**config.mk**
```make
export PLATFORM = sky130hd
export DESIGN_NAME = sn74193_gen
export DESIGN_NICKNAME = d
export VERILOG_FILES = /design/src/rtl/sn74193_gen.sv
export SDC_FILE = /design/constraint.sdc
export NUM_CORES = 1
export LEC_CHECK = 0
export CORE_AREA = 2 2 39 41
export DETAILED_ROUTE_END_ITERATION = 10
export DIE_AREA = 0 0 41 43
export SYNTH_ARGS = -nofsm -noshare
export SYNTH_HDL_FRONTEND = slang
export SYNTH_SLANG_ARGS = --single-unit
```
**constraint.sdc**
```tcl
create_clock -name CLK_DRV -period 1.54 [get_ports CLK_DRV]
set_input_delay 0.154 -clock CLK_DRV [delete_from_list [all_inputs] [get_ports CLK_DRV]]
set_output_delay 0.154 -clock CLK_DRV [all_outputs]
set_load 0.01 [all_outputs]
```
**src/rtl/sn74193_gen.sv**
```systemverilog
`default_nettype none
// ============================================================================
// Module   : sn74193_gen
// Brief    : Parametrised synchronous up/down counter (74192/74193 class).
//            UP/DOWN are sampled as data on CLK_DRV and edge-detected.
//            Optional macro SN74193_GEN_SYNC_EN adds 2-flop input synchronisers.
// Revision : 1.0 - initial release
// ============================================================================
module sn74193_gen #(
  parameter int WIDTH   = 4,
  parameter int MODULUS = 2 ** WIDTH
) (
  input  logic             CLK_DRV,
  input  logic             RESET,
  input  logic             UP,
  input  logic             DOWN,
  input  logic             CLR,
  input  logic             LOAD_N,
  input  logic [WIDTH-1:0] DATA,
  output logic [WIDTH-1:0] Q,
  output logic             CO_N,
  output logic             BO_N
);

  localparam logic [WIDTH-1:0] C_MAX = WIDTH'(MODULUS - 1);

  logic             up_s;
  logic             dn_s;
  logic             clr_s;
  logic             load_n_s;
  logic             up_p_q;
  logic             dn_p_q;
  logic             up_edge;
  logic             dn_edge;
  logic [WIDTH-1:0] q_q;
  logic [WIDTH-1:0] q_d;

`ifdef SN74193_GEN_SYNC_EN
  logic [3:0] sync1_q;
  logic [3:0] sync2_q;
  logic [3:0] raw_in;

  assign raw_in = {UP, DOWN, CLR, LOAD_N};

  // Both stages preload the raw input under reset so no edge is fabricated.
  always_ff @(posedge CLK_DRV) begin
    if (RESET) begin
      sync1_q <= raw_in;
      sync2_q <= raw_in;
    end else begin
      sync1_q <= raw_in;
      sync2_q <= sync1_q;
    end
  end

  assign {up_s, dn_s, clr_s, load_n_s} = sync2_q;
`else
  assign up_s     = UP;
  assign dn_s     = DOWN;
  assign clr_s    = CLR;
  assign load_n_s = LOAD_N;
`endif

  assign up_edge = up_s & ~up_p_q;
  assign dn_edge = dn_s & ~dn_p_q;

  always_comb begin
    q_d = q_q;
    if (clr_s) begin
      q_d = '0;
    end else if (!load_n_s) begin
      q_d = DATA;
    end else if (up_edge && dn_s && !dn_edge) begin
      // >= also pulls illegal loaded values back into range
      q_d = (q_q >= C_MAX) ? '0 : q_q + WIDTH'(1);
    end else if (dn_edge && up_s && !up_edge) begin
      q_d = (q_q == '0) ? C_MAX : q_q - WIDTH'(1);
    end
  end

  // Edge history tracks every cycle so held inputs never count late.
  always_ff @(posedge CLK_DRV) begin
    up_p_q <= up_s;
    dn_p_q <= dn_s;
    if (RESET) begin
      q_q <= '0;
    end else begin
      q_q <= q_d;
    end
  end

  assign Q    = q_q;
  assign CO_N = ~(~up_s & (q_q == C_MAX));
  assign BO_N = ~(~dn_s & (q_q == '0));

endmodule
`default_nettype wire

```
Word-level counts from Yosys, hierarchy flattened
Cells that the tools add are included.
- add/subtract/negate cells: 2
- order comparisons: 1
- eq/ne operators: 2
- muxes and demuxes: 5
- bitwise operators: 10
- reduce and logical (&&, ||, !) cells: 8
- operator list (kind ; number):
    4-bit 2-to-1 mux ; 5
    1-bit NOT ; 6
    4-bit by 1-bit adder with 4-bit output, second input constant ; 1
    1-bit bitwise AND ; 4
    4-bit == test, second input constant ; 1
    4-bit greater-or-equal comparator, second input constant ; 1
    1-bit logical AND ; 4
    4-bit zero test ; 1
    4-bit by 1-bit subtractor with 4-bit output, second input constant ; 1
    3-bit by 1-bit inequality test with 1-bit output, second input constant ; 1
    1-bit zero test ; 2
    2-bit OR reduction ; 1
- register bits: 6
- input bits: 10
- output and inout bits: 6
- word-level logic and storage cells: 31

Longest topological paths before layout
- depth in word-level cells: 7
- depth in mapped cells: 6
- gate-level depth less buffers: 6

Worst setup path after synthesis
Ideal clock, no wire load.
- path type: flip-flop to flip-flop
- start: register q_q[0] (netlist: Q[0])
- end: register q_q[3] (netlist: Q[3])
- library setup time: 0.079 ns
- arrival: 1.355 ns
- required time: 1.461 ns
- path slack: 0.106 ns
- stages on the path, launching flop included: 5
- buffers on the path: 0
- clock period less this slack: 1.434 ns
- cells stage by stage: dfxtp_1 -> inv_2 -> or4_1 -> a21bo_1 -> a211oi_2
- longest elaborated chain between the ends: 5
- elaborated cells between the ends (all ways): 9
- classes of those cells: add/sub: 2; order compare: 1; mux: 5; reduce/logical: 1
- ends and longest elaborated chain (item ; RTL line ; text):
    from (decl) ; 35 ; logic [WIDTH-1:0] q_q;
    from (signal assigned) ; 88 ; q_q <= q_d;
    4-bit by 1-bit subtractor with 4-bit output or 4-bit zero test (tied branches) ; 77 ; q_d = (q_q == '0) ? C_MAX : q_q - WIDTH'(1);
    4-bit 2-to-1 mux ; 77 ;
    4-bit 2-to-1 mux ; 76 ; end else if (dn_edge && up_s && !up_edge) begin
    4-bit 2-to-1 mux (*) ; 73 ; end else if (up_edge && dn_s && !dn_edge) begin
    4-bit 2-to-1 mux (*) ; 71 ; end else if (!load_n_s) begin
Every way passes the cells marked *; elsewhere a longest branch is shown, timed or not. The select of a mux whose other input is x is not followed.
A chain may end at the register's enable or synchronous reset.

Final worst setup path
- start: register q_q[3] (netlist: Q[3])
- end: output port Q[3]
- RTL lines (item ; RTL line ; text):
    to (decl) ; 20 ; output logic [WIDTH-1:0] Q,
No word-level cell between the ends.

==> results.sh <==
export IMPL_first_iter_violations=5
export IMPL_path_class="reg -> out"
export IMPL_hold_class="in -> reg"
export IMPL_startpoint="Q[3]"
export IMPL_synth_seq_cells=6
export IMPL_synth_cell_area_um2=422.9
export IMPL_final_common_cell="clkdlybuf4s50_1"
export IMPL_worst_ir_drop_vdd_mv=0.2316
export IMPL_cts_tree="done"
export IMPL_final_hold_viol_count=0
export IMPL_clk_path_buf_depth=2
export IMPL_placedInstanceArea_um2=623.1
export IMPL_hold_buffers=0
export IMPL_final_cell_count_no_fill=87
export IMPL_regArea_um2=122.6
export IMPL_synth_top_family_by_area="compound AO/OA/AOI/OAI gates"
export IMPL_ctsResizeCount=4
export IMPL_dp_hpwl_um=764.7
export IMPL_synth_compound_area_frac=0.2751
export IMPL_first_pass_iters=2
export IMPL_synth_nets=62
export IMPL_p_leak_nw=0.2446
export IMPL_diodes=0
export IMPL_viasPerCell=4.874
export IMPL_setup_worst_path_end="Q[3]"
export IMPL_syn_inst=50
export IMPL_rr_endpoint="Q[3]"
export IMPL_wl_per_cell_um=10.54
export IMPL_detail_route_antenna_nets=0
export IMPL_worst_clock_skew_ps=2.433
export IMPL_routed_wirelength_um=917
export IMPL_synth_edf_count=0
export IMPL_synth_simple_area_share=0.2337
export IMPL_cp_arrival_ps=1320
export IMPL_place_inst=84
export IMPL_r2r_start="Q[0]"
export IMPL_setup_viol=0
export IMPL_synthArstFlopShare=0
export IMPL_grt_setup_unrepaired="no"
export IMPL_cp_num_cells=1
export IMPL_yosysWarnings=0
export IMPL_clkLatencyLatePin_ps=240
export IMPL_htreeDepth=1
export IMPL_slew_headroom=0.7870
export IMPL_die_w_um=41
export IMPL_total_power_uw=421.6
export IMPL_die_area_mm2=0.001763
export IMPL_finalSetupTns_ps=0
export IMPL_cp_top_family="buffers and inverters"
export IMPL_slew_viol_final=0
export IMPL_syn_area_per_cell_um2=8.458
export IMPL_max_freq_mhz=680.5
export IMPL_synthMuxAreaShare=0.02367
export IMPL_grt_pass1_vias=422
export IMPL_crit_path_start_kind="flip-flop"
export IMPL_reg2regPathDepth=6
export IMPL_end_kind="output pin"
export IMPL_powerDensity_mw_per_mm2=653.0
export IMPL_routabilityCongestion=0.6648
export IMPL_crit_required_ps=1390
export IMPL_tightestPinTransition_ps=318.3
export IMPL_drc=0
export IMPL_period_share=0.9542
export IMPL_cts_made_buffers=3
export IMPL_io_pins=16
export IMPL_cp_slowest_cell="clkdlybuf4s50_1"
export IMPL_max_cap_viol_count=0
export IMPL_core_mm2=0.001384
export IMPL_cts_sinks=6
export IMPL_ys_types=29
export IMPL_synth_fa_ha_area_frac=0.05917
export IMPL_crit_path_max_incr_delay_ps=590
export IMPL_post_cts_setup_buffers=0
export IMPL_fp_row_count=14
export IMPL_antenna_found_initial=0
export IMPL_die_y_um=43
export IMPL_worst_path_buf_inv=1
export IMPL_synthFlopType="dfxtp_1"
export IMPL_status="completed"
export IMPL_grt_ovfl_total=0
export IMPL_cts_root_buf="clkbuf_4"
export IMPL_final_cell_mix="13 x clkdlybuf4s50_1, 6 x buf_4, 5 x a21oi_1"
export IMPL_grt_total_usage=0.1459
export IMPL_synth_seq_area_share=0.2840
export IMPL_drive_gt1_frac=0.1972
export IMPL_min_period_ps=1470
export IMPL_grt_first_pass_wirelength_mm=1.731
export IMPL_critPathMaxFanout=10
export IMPL_clkTransAtPathRegs_ps=50
export IMPL_path_cells="clkdlybuf4s50_1"
export IMPL_synthXorXnorAreaFrac=0.06213
export IMPL_grt_start_max_net_pins=11
export IMPL_nets=85
export IMPL_initial_core_util=0.3056
export IMPL_num_vias=424
export IMPL_reg2reg_slack_ps=100
export IMPL_areaGrowthSynthToFinish_pct=52.66
export IMPL_nFillCells=148
export IMPL_holdWs_ps=439.9
export IMPL_fin_area_um2=645.6
export IMPL_port_buffers=15
export IMPL_multi_input_area_um2=276.5
## cell usage after synthesis, types with 2 or more instances
| master | number | area (um2) |
|---|---|---|
| a21oi_1 | 5 | 25.02 |
| clkbuf_1 | 2 | 7.510 |
| dfxtp_1 | 6 | 120.1 |
| ha_1 | 2 | 25.02 |
| inv_1 | 2 | 7.510 |
| nand3b_1 | 2 | 15.01 |
| nor2_1 | 3 | 11.26 |
| nor4b_1 | 2 | 17.52 |
| o211ai_1 | 2 | 15.01 |
| o21ai_0 | 3 | 15.01 |
| xnor2_1 | 3 | 26.28 |
## registers in the layout, indices dropped and copies added, names as in the netlist
register and count:
dn_p_q 1, Q 4, up_p_q 1
## per-layer routing
layer | track usage | share of wire | vias up
met4 | 0.1000 | 0 | 0
li1 | - | - | 230
met3 | 0.03141 | 0.031 | 0
met2 | 0.1938 | 0.48 | 11
met5 | 0 | 0 | -
met1 | 0.2006 | 0.49 | 183
## kinds of logic after synthesis
group                    after synthesis
multiplexers                           1
AO/OA/AOI/OAI                         17
XOR/XNOR                               3
adder cells (fa/ha/maj)                2
AND/OR/NAND/NOR                       15
buffers and inverters                  6
flip-flops                             6
## where the power goes
group | switching [mW] | total, mW | internal (mW)
Sequential | 0.00913 | 0.173 | 0.164
Combinational | 0.0410 | 0.105 | 0.0637
Clock | 0.0555 | 0.144 | 0.0881
## area by class of cell
cell class	instances	area share
Multi-Input combinational cell	38	0.4283
Inverter	3	0.01744
Clock buffer	3	0.03488
Timing Repair Buffer	21	0.2985
Sequential cell	6	0.1899
Tap cell	16	0.03101
## stage by stage
step | setup WS, ps | utilization
6_report | 70.48 | 0.4665
3_5_place_dp | -22.04 | 0.4503
4_1_cts | 57.72 | 0.4665
3_3_place_gp | 3.086 | 0.4503
5_1_grt | 10.33 | 0.4665
2_1_floorplan | 105.8 | -
## worst min-delay path by stage
stage,end,from,cells after the start
2_1_floorplan,dn_p_q,DOWN,0
3_3_place_gp,Q[1],Q[1],2
3_5_place_dp,Q[1],Q[1],2
4_1_cts,dn_p_q,DOWN,1
5_1_grt,dn_p_q,DOWN,1
6_report,dn_p_q,DOWN,1
Note: power is estimated with default switching activity, not from simulation.
